**src/rtl/inside_pkg.sv**
```systemverilog
// Shared types and default parameter values for the inside_scan_matcher slice.
package inside_pkg;

  localparam int DEF_DATA_W    = 8;
  localparam int DEF_DEPTH     = 4;
  localparam int DEF_INIT_BASE = 100;
  localparam int DEF_INIT_STEP = 10;

  typedef enum logic [1:0] {
    ST_IDLE = 2'd0,
    ST_SCAN = 2'd1,
    ST_RESP = 2'd2
  } state_t;

  function automatic int idx_width(input int depth);
    return (depth > 1) ? $clog2(depth) : 1;
  endfunction

endpackage

```
**src/rtl/inside_table.sv**
```systemverilog
// Value/valid register array with reset preload, one write port and one
// combinational indexed read port (reads see pre-edge contents).
module inside_table
  import inside_pkg::*;
#(
  parameter int DATA_W    = DEF_DATA_W,
  parameter int DEPTH     = DEF_DEPTH,
  parameter int INIT_BASE = DEF_INIT_BASE,
  parameter int INIT_STEP = DEF_INIT_STEP,
  parameter int IDX_W     = idx_width(DEPTH)
) (
  input  logic              clk,
  input  logic              rst,
  input  logic              i_wr_en,
  input  logic [IDX_W-1:0]  i_wr_idx,
  input  logic [DATA_W-1:0] i_wr_data,
  input  logic              i_wr_vld,
  input  logic [IDX_W-1:0]  i_rd_idx,
  output logic [DATA_W-1:0] o_rd_data,
  output logic              o_rd_vld
);

  localparam logic [IDX_W:0] DEPTH_W = (IDX_W + 1)'(DEPTH);

  logic [DATA_W-1:0] r_val [DEPTH];
  logic              r_vld [DEPTH];
  logic              w_wr_ok;

  // Indices past the last entry are dropped rather than aliased.
  assign w_wr_ok = i_wr_en && ({1'b0, i_wr_idx} < DEPTH_W);

  always_ff @(posedge clk) begin
    if (rst) begin
      for (int k = 0; k < DEPTH; k++) begin
        r_val[k] <= DATA_W'(INIT_BASE + k * INIT_STEP);
        r_vld[k] <= 1'b1;
      end
    end else if (w_wr_ok) begin
      r_val[i_wr_idx] <= i_wr_data;
      r_vld[i_wr_idx] <= i_wr_vld;
    end
  end

  assign o_rd_data = r_val[i_rd_idx];
  assign o_rd_vld  = r_vld[i_rd_idx];

endmodule

```
**src/rtl/inside_scan_matcher.sv**
```systemverilog
// Sequential membership test: scans the table one entry per cycle and
// reports the lowest enabled entry equal to the captured query.
module inside_scan_matcher
  import inside_pkg::*;
#(
  parameter int DATA_W    = DEF_DATA_W,
  parameter int DEPTH     = DEF_DEPTH,
  parameter int INIT_BASE = DEF_INIT_BASE,
  parameter int INIT_STEP = DEF_INIT_STEP,
  localparam int IDX_W    = idx_width(DEPTH)
) (
  input  logic              clk,
  input  logic              rst,
  input  logic              wr_en,
  input  logic [IDX_W-1:0]  wr_idx,
  input  logic [DATA_W-1:0] wr_data,
  input  logic              wr_vld,
  input  logic              req_valid,
  output logic              req_ready,
  input  logic [DATA_W-1:0] req_data,
  output logic              rsp_valid,
  input  logic              rsp_ready,
  output logic              rsp_hit,
  output logic [IDX_W-1:0]  rsp_idx
);

  state_t            r_state;
  state_t            w_state_nxt;
  logic [DATA_W-1:0] r_query;
  logic [IDX_W-1:0]  r_idx;
  logic              r_rsp_hit;
  logic [IDX_W-1:0]  r_rsp_idx;

  logic [DATA_W-1:0] w_rd_data;
  logic              w_rd_vld;
  logic              w_accept;
  logic              w_hit;
  logic              w_last;
  logic              w_rsp_done;

  inside_table #(
    .DATA_W    (DATA_W),
    .DEPTH     (DEPTH),
    .INIT_BASE (INIT_BASE),
    .INIT_STEP (INIT_STEP),
    .IDX_W     (IDX_W)
  ) u_table (
    .clk       (clk),
    .rst       (rst),
    .i_wr_en   (wr_en),
    .i_wr_idx  (wr_idx),
    .i_wr_data (wr_data),
    .i_wr_vld  (wr_vld),
    .i_rd_idx  (r_idx),
    .o_rd_data (w_rd_data),
    .o_rd_vld  (w_rd_vld)
  );

  assign w_accept   = (r_state == ST_IDLE) && req_valid;
  assign w_hit      = (r_state == ST_SCAN) && w_rd_vld && (w_rd_data == r_query);
  assign w_last     = (r_idx == IDX_W'(DEPTH - 1));
  assign w_rsp_done = (r_state == ST_RESP) && rsp_ready;

  always_comb begin
    w_state_nxt = r_state;
    case (r_state)
      ST_IDLE: if (req_valid) w_state_nxt = ST_SCAN;
      ST_SCAN: if (w_hit || w_last) w_state_nxt = ST_RESP;
      ST_RESP: if (rsp_ready) w_state_nxt = ST_IDLE;
      default: w_state_nxt = ST_IDLE;
    endcase
  end

  always_ff @(posedge clk) begin
    if (rst) r_state <= ST_IDLE;
    else     r_state <= w_state_nxt;
  end

  always_ff @(posedge clk) begin
    if (rst) begin
      r_query   <= '0;
      r_idx     <= '0;
      r_rsp_hit <= 1'b0;
      r_rsp_idx <= '0;
    end else begin
      if (w_accept) begin
        r_query <= req_data;
        r_idx   <= '0;
      end
      // First match wins: remaining entries are never examined after a hit.
      if (r_state == ST_SCAN) begin
        if (w_hit) begin
          r_rsp_hit <= 1'b1;
          r_rsp_idx <= r_idx;
        end else if (w_last) begin
          r_rsp_hit <= 1'b0;
          r_rsp_idx <= '0;
        end else begin
          r_idx <= r_idx + 1'b1;
        end
      end
      if (w_rsp_done) begin
        r_rsp_hit <= 1'b0;
        r_rsp_idx <= '0;
        r_idx     <= '0;
      end
    end
  end

  assign req_ready = (r_state == ST_IDLE);
  assign rsp_valid = (r_state == ST_RESP);
  assign rsp_hit   = r_rsp_hit;
  assign rsp_idx   = r_rsp_idx;

endmodule

```
**config.mk**
```make
export PLATFORM = sky130hd
export DESIGN_NAME = inside_scan_matcher
export DESIGN_NICKNAME = d
export VERILOG_FILES = /design/src/rtl/inside_pkg.sv /design/src/rtl/inside_table.sv /design/src/rtl/inside_scan_matcher.sv
export SDC_FILE = /design/constraint.sdc
export NUM_CORES = 1
export LEC_CHECK = 0
export CELL_PAD_IN_SITES_DETAIL_PLACEMENT = 0
export CELL_PAD_IN_SITES_GLOBAL_PLACEMENT = 1
export CORE_AREA = 2 2 76 78
export CTS_CLUSTER_DIAMETER = 40
export DETAILED_ROUTE_END_ITERATION = 8
export DIE_AREA = 0 0 78 80
export GPL_TIMING_DRIVEN = 0
export PLACE_DENSITY_LB_ADDON = 0.1
export SYNTH_ARGS = -nofsm -noshare
export SYNTH_HDL_FRONTEND = slang
export SYNTH_HIERARCHICAL = 1
export SYNTH_SLANG_ARGS = --single-unit
export TNS_END_PERCENT = 100
```
**constraint.sdc**
```tcl
create_clock -name clk -period 2.65 [get_ports clk]
set_input_delay 0.53 -clock clk [delete_from_list [all_inputs] [get_ports clk]]
set_output_delay 0.53 -clock clk [all_outputs]
set_load 0.02 [all_outputs]
```
==> flow_summary_export.csv, run 1 <==
group,metric,value,unit
logic_synthesis,synth.avg_cell_area,12.9,um2
floorplanning,die_w,78,um
setup_path,required,2.87,ns
setup_path,crit_path_launch_type,"flip-flop",
drt,detailedRoute.firstIterationViolations,57,
sta,timing.final.crit_share,88.7,%
sta,setup_viol,0,
clock_network,cts-hold-fix-buffers,0,
clock_network,clkTransAtPathRegs,0.09,ns
status,outcome,"complete, no violations",
sta,max_clock_freq,426,MHz
clock_network,worstSkewPairLatency,0.30,ns
setup_path,cp_data_arrival_time,2.57,ns
setup_path,worstPathCellList,"buf_6, mux4_2, xor2_1, nor4_4, nand4_4, and2_4, o31ai_4",
logic_synthesis,mapped_area,2390,um2
floorplanning,chipHeight,80,um
global_routing,grt_use_total,16.0,%
drt,drt.antenna.violating_nets,0,
logic_synthesis,synth.top_cells.by_area,"edfxtp_1 42%, dfxtp_1 15%, mux4_2 8.5%, and2_1 5.0%, nand2b_1 4.7%",
drt,detailed_route_vias_per_instance,5.01,
sta,rsz0062_at_grt,"no",
global_routing,globalRouteOverflowTotal,0,
drt,post_drt_wl_per_cell,15.2,um
logic_synthesis,synth_ff_type,"edfxtp_1",
logic_synthesis,syn-instance-count,185,
clock_network,ctsHtreeMaxLevel,2,
clock_network,numCtsBuffers,5,
place,dp_hpwl,3110,um
min_path,hold_path_class,"reg2reg",
logic_synthesis,synth.largest_area_cell,"edfxtp_1",
floorplanning,start_util,44.1,%
pwr,power.total,1.65,mW
place,dpl_cell_area,2760,um2
layout,antennaDiodeCount,0,
logic_synthesis,synth_area_in_adders,0.524,%
layout,num-nets-final,245,
clock_network,cts_setup_buffers,0,
logic_synthesis,synth_fp_nets,210,
sta,finalWorstPathRequiredPeriod,2.35,ns
setup_path,peak_per_stage_delay_on_the_critical_path,0.54,ns
drt,drcViolationCount,0,
clock_network,cts-root-buf,"clkbuf_8",
setup_path,setup.reg_to_reg.worst_slack,0.30,ns
clock_network,cts_sinks,51,
pwr,ir_drop,0.241,mV
logic_synthesis,yosysSeqAreaShare,56.6,%
logic_synthesis,synth_top_family_by_area,"simple AND/OR/NAND/NOR gates",
floorplanning,rows,27,
logic_synthesis,synth_compound_gate_area_share,5.19,%
job,drv.max_cap_violation_count,0,
logic_synthesis,yosys.area_share.xor_xnor,2.94,%
sta,final_max_slew_viol_count,0,
layout,layout.filler_cells,489,
drt,totalWireLength,4470,um
pwr,power_per_cell_area,577,nW/um2
setup_path,r2r-end,"r_state[1]",
setup_path,worst-setup-path-type,"reg2reg",
drt,firstDrtPassIters,4,
setup_path,end_kind,"flip-flop",
sta,clock_skew,0.00510,ns
logic_synthesis,synth_commonest_cells,"33 x edfxtp_1, 23 x nand2_1, 19 x and2_1",
place,routability_congestion_estimate_from_global_placement,0.782,
min_path,worst_hold_path_ep,"rsp_idx[0]",
min_path,hold_path.startpoint,"rsp_idx[0]",
setup_path,rr_worst_depth,7,
sta,hold_viol,0,
clock_network,post_cts_sizing,0,
sta,setup_ws,0.300,ns
sta,tns,0,ns
global_routing,grt_antenna_before_repair,0,
layout,area_growth_syn_to_layout,20.0,%
sta,worstMarginPinSlew,0.554,ns
place,port_buffers,28,
logic_synthesis,synthDistinctLibCells,34,
logic_synthesis,synth-seq-cells,51,
logic_synthesis,synth.mux.area_fraction,11.0,%
floorplanning,die-area,6240,um2
layout,final_design_area_no_fill,2860,um2
logic_synthesis,post-synth-top-count-cell,"edfxtp_1",
layout,drive_above_1_share,13.1,%
place,dpl_worst_slack,0.294,ns
global_routing,vias_in_the_first_global_route,1491,
setup_path,critical_path.slowest_cell,"mux4_2",
logic_synthesis,postSynth.asyncResetShare,0,%
floorplanning,core_area,5410,um2
setup_path,path_max_fanout,9,
sta,max_slew_margin,62.9,%
min_path,holdPathStages,2,
global_routing,grt_pass1_wl,7330,um
setup_path,regToRegStartpoint,"r_idx[0]",
global_routing,grt_max_degree,16,
pwr,power.static_leakage,1.02,nW
clock_network,clock_tree_from_tritoncts,"built",
logic_synthesis,synth-edff-count,33,
floorplanning,num_io_pins,29,
logic_synthesis,synth-warning-count,6,
clock_network,max-clock-path-buffers,2,
logic_synthesis,simple_gate_portion_of_the_synthesized_area,21.9,%
logic_synthesis,netlist.area_leader.share,41.5,%
drt,dr_vias,1467,
## per-layer routing
layer	routed length [um]	global-route usage, %	vias to the layer above
li1	-	-	731
met1	1890	18.0	701
met2	2320	29.5	30
met3	194	3.62	5
met4	61	5.79	0
met5	0	0	-
## worst max-delay path, delay by kind of cell, from the launching register on
family / cells / cell delay (ns)
xor+xnor: 1 / 0.18
simple gates: 3 / 0.75
compound gates: 1 / 0.15
flops: 1 / 0.43
buf+inv: 1 / 0.21
mux: 1 / 0.54
## state kept, by name (all words and copies together) (netlist names)
| name | flops |
|---|---|
| r_idx | 2 |
| rsp_idx | 2 |
| u_table/r_val | 32 |
| rsp_hit | 1 |
| u_table/r_vld | 4 |
| r_query | 8 |
| r_state | 2 |
## power by group
part           internal (mW)  switching (mW)
logic                  0.105           0.105
clock network          0.277           0.249
registers              0.899          0.0191
total                   1.28           0.373
## through the flow
stage	hold WS [ns]	cells	util [%]
3_3_place_gp	0.449	285	51.0
5_1_grt	0.507	293	53.0
3_5_place_dp	0.463	285	51.0
6_report	0.477	293	53.0
4_1_cts	0.477	293	53.0
2_1_floorplan	0.448	185	-
## cells by family after synthesis
| logic type | Yosys count |
|---|---|
| muxes | 15 |
| DFF | 51 |
| buffers and inverters | 7 |
| AOI/OAI and AO/OA | 19 |
| and+or+nand+nor | 84 |
| xor gates and xnor gates | 8 |
| adders and majority gates | 1 |
## final cells by class
cell class | instances | area [um2] | share of cell area [%]
Buffer | 6 | 38.8 | 1.35
Multi-Input combinational cell | 127 | 992 | 34.6
Clock buffer | 5 | 68.8 | 2.40
Timing Repair Buffer | 28 | 280 | 9.79
Clock inverter | 3 | 38.8 | 1.35
Sequential cell | 51 | 1350 | 47.2
Tap cell | 72 | 90.1 | 3.15
Inverter | 1 | 3.75 | 0.131
## how the worst max path moves through the flow
stage / from / to
after global routing: r_idx[0] / r_idx[0]
after floorplan: r_idx[0] / r_state[1]
final: r_idx[0] / r_state[1]
after CTS: r_idx[0] / r_state[1]
after detailed placement: r_idx[0] / r_state[1]
after global placement: r_idx[0] / r_state[1]
## cells in the final DEF (no fill, tap or decap), drive strengths merged, types with 6 or more instances in the layout
cell type	instances
xor2	8
clkbuf	9
dfxtp	18
nand2b	18
nand2	23
clkdlybuf4s50	28
mux2i	6
mux4	9
edfxtp	33
and2	20
nor2	8
a21oi	13
Power figures use the tool's default switching activity.
==> run 2, diff against run 1 <==
- CORE_AREA: 2 2 76 78 -> 2 2 87 89
- DIE_AREA: 0 0 78 80 -> 0 0 89 91
==> run 2 against run 1 <==
Net effect: count of clock-buffer cells in the layout rose by 1; critical path depth stayed put; fmax shrank 3.3%; hold slack worse by 0.00077 ns; final area increased by 1.2%; clock power decreased by 4.4%; sequential share of layout area down 0.55 points; largest power group unchanged; worst setup slack got worse by 0.080 ns; critical endpoint is now r_idx[1]; combinational power rose by 2%; utilization fell by 12 points; non-clock buffer count is the same; flip-flop and latch count unchanged.
==> flow_summary_export.csv, run 2 (synthesis gave the netlist of run 1 again) <==
group,metric,value,unit
global_routing,vias_in_the_first_global_route,1543,
floorplanning,rows,31,
layout,largest_register_ffs,32,
place,dp_hpwl,3390,um
clock_network,clock_tree_from_tritoncts,"built",
drt,detailed_route_vias_per_instance,4.65,
drt,detailedRoute.firstIterationViolations,33,
min_path,hold_path_class,"reg2reg",
global_routing,globalRouteOverflowTotal,0,
layout,final-instance-count-excl-fill,320,
clock_network,clkTransAtPathRegs,0.09,ns
job,drv.max_cap_violation_count,0,
layout,num-nets-final,245,
clock_network,cts_setup_buffers,0,
drt,totalWireLength,4800,um
global_routing,grt_use_total,12.7,%
drt,drt.antenna.violating_nets,0,
min_path,hold_path.startpoint,"rsp_hit",
setup_path,r2r-end,"r_idx[1]",
layout,drive_above_1_share,13.6,%
setup_path,worst-setup-path-type,"reg2reg",
clock_network,max-clock-path-buffers,2,
floorplanning,die-area,8100,um2
sta,clock_skew,0.00834,ns
drt,firstDrtPassIters,4,
floorplanning,core_area,7140,um2
floorplanning,die_w,89,um
place,routability_congestion_estimate_from_global_placement,0.749,
sta,finalWorstPathRequiredPeriod,2.43,ns
drt,post_drt_wl_per_cell,15.0,um
layout,antennaDiodeCount,0,
clock_network,ctsHtreeMaxLevel,2,
place,place_inst,312,
sta,setup_viol,0,
sta,max_clock_freq,412,MHz
sta,max_slew_margin,62.1,%
global_routing,grt_antenna_before_repair,0,
min_path,worst_hold_path_ep,"rsp_hit",
setup_path,regToRegStartpoint,"r_idx[0]",
clock_network,cts-root-buf,"clkbuf_8",
layout,final_common_cell,"edfxtp_1",
clock_network,numCtsBuffers,5,
global_routing,global_route.usage.met2,21.8,%
place,port_buffers,28,
layout,final_cell_mix,"33 x edfxtp_1, 28 x clkdlybuf4s50_1, 23 x nand2_1",
layout,area_growth_syn_to_layout,21.4,%
clock_network,cts_sinks,51,
setup_path,end_kind,"flip-flop",
pwr,ir_drop,0.220,mV
sta,timing.final.crit_share,91.7,%
sta,rsz0062_at_grt,"no",
sta,tns,0,ns
drt,dr_vias,1489,
setup_path,rr_worst_depth,7,
global_routing,met1_usage,15.6,%
setup_path,cp_data_arrival_time,2.66,ns
global_routing,grt_max_degree,17,
setup_path,setup.reg_to_reg.worst_slack,0.22,ns
setup_path,required,2.88,ns
min_path,holdPathStages,2,
sta,worstMarginPinSlew,0.566,ns
clock_network,post_cts_sizing,0,
clock_network,cts-hold-fix-buffers,0,
pwr,power_per_cell_area,563,nW/um2
sta,hold_viol,0,
pwr,power.static_leakage,1.02,nW
status,outcome,"complete, no violations",
clock_network,worstSkewPairLatency,0.31,ns
drt,drcViolationCount,0,
floorplanning,num_io_pins,29,
floorplanning,start_util,33.4,%
floorplanning,chipHeight,91,um
setup_path,path_max_fanout,9,
global_routing,grt_pass1_wl,7650,um
global_routing,busiest_layer,"met2",
layout,reg.largest.list,"u_table/r_val x32, r_query x8, u_table/r_vld x4",
sta,final_max_slew_viol_count,0,
setup_path,critical_path.startpoint,"r_idx[0]",
layout,top_register,"u_table/r_val",
setup_path,crit_path_launch_type,"flip-flop",
global_routing,groute.layer.met3.usage,2.82,%
## run 2: cell types whose count changed in the layout (fill, tap and decap cells not counted)
cell       before  now
bufinv_16       1    0
clkbuf_16       0    1
clkinv_1        1    0
clkinv_4        0    1
## run 2: how the worst max path moves through the flow
stage          cells past startpoint         end
5_1_grt                            7    r_idx[1]
3_3_place_gp                       7  r_state[1]
3_5_place_dp                       7    r_idx[1]
6_report                           7    r_idx[1]
4_1_cts                            7    r_idx[1]
2_1_floorplan                      7  r_state[1]
## run 2: layer usage
metal | share of wire [%] | wire, um | vias to the layer above
met5 | 0 | 0 | -
met4 | 1.3 | 64 | 0
met3 | 3.9 | 185 | 7
met2 | 51 | 2430 | 29
met1 | 44 | 2120 | 728
li1 | - | - | 725
## run 2: power breakdown
group	internal [mW]	switching, mW	total, mW
Clock	0.243	0.259	0.503
Combinational	0.105	0.108	0.213
Sequential	0.899	0.0188	0.917
## run 2: area by class of cell
class / count / area (um2)
sequential: 51 / 1350
buffer: 6 / 38.8
clock buffer: 6 / 93.8
multi-input combinational: 127 / 992
tap: 99 / 124
fill: 718 / 4240
clock inverter: 2 / 13.8
timing repair buffer: 28 / 280
inverter: 1 / 3.75
## run 2: worst max-delay path: stages (launching register included)
cell	delay, ns
dfxtp_1	0.43
buf_6	0.21
mux4_2	0.55
xor2_1	0.19
nor4_4	0.40
nand4_4	0.19
nand2_1	0.18
mux2i_1	0.20
## run 2: through the flow
stage	cell area (um2)	setup slack (ns)	util (%)	power (mW)	hold WS, ns
floorplan	2390	0.520	-	1.07	0.448
global placement	2790	0.258	39.1	1.15	0.450
detailed placement	2790	0.248	39.1	1.15	0.465
CTS	2900	0.195	40.6	1.66	0.481
global route	2900	0.114	40.6	1.71	0.509
finish	2900	0.220	40.6	1.63	0.476
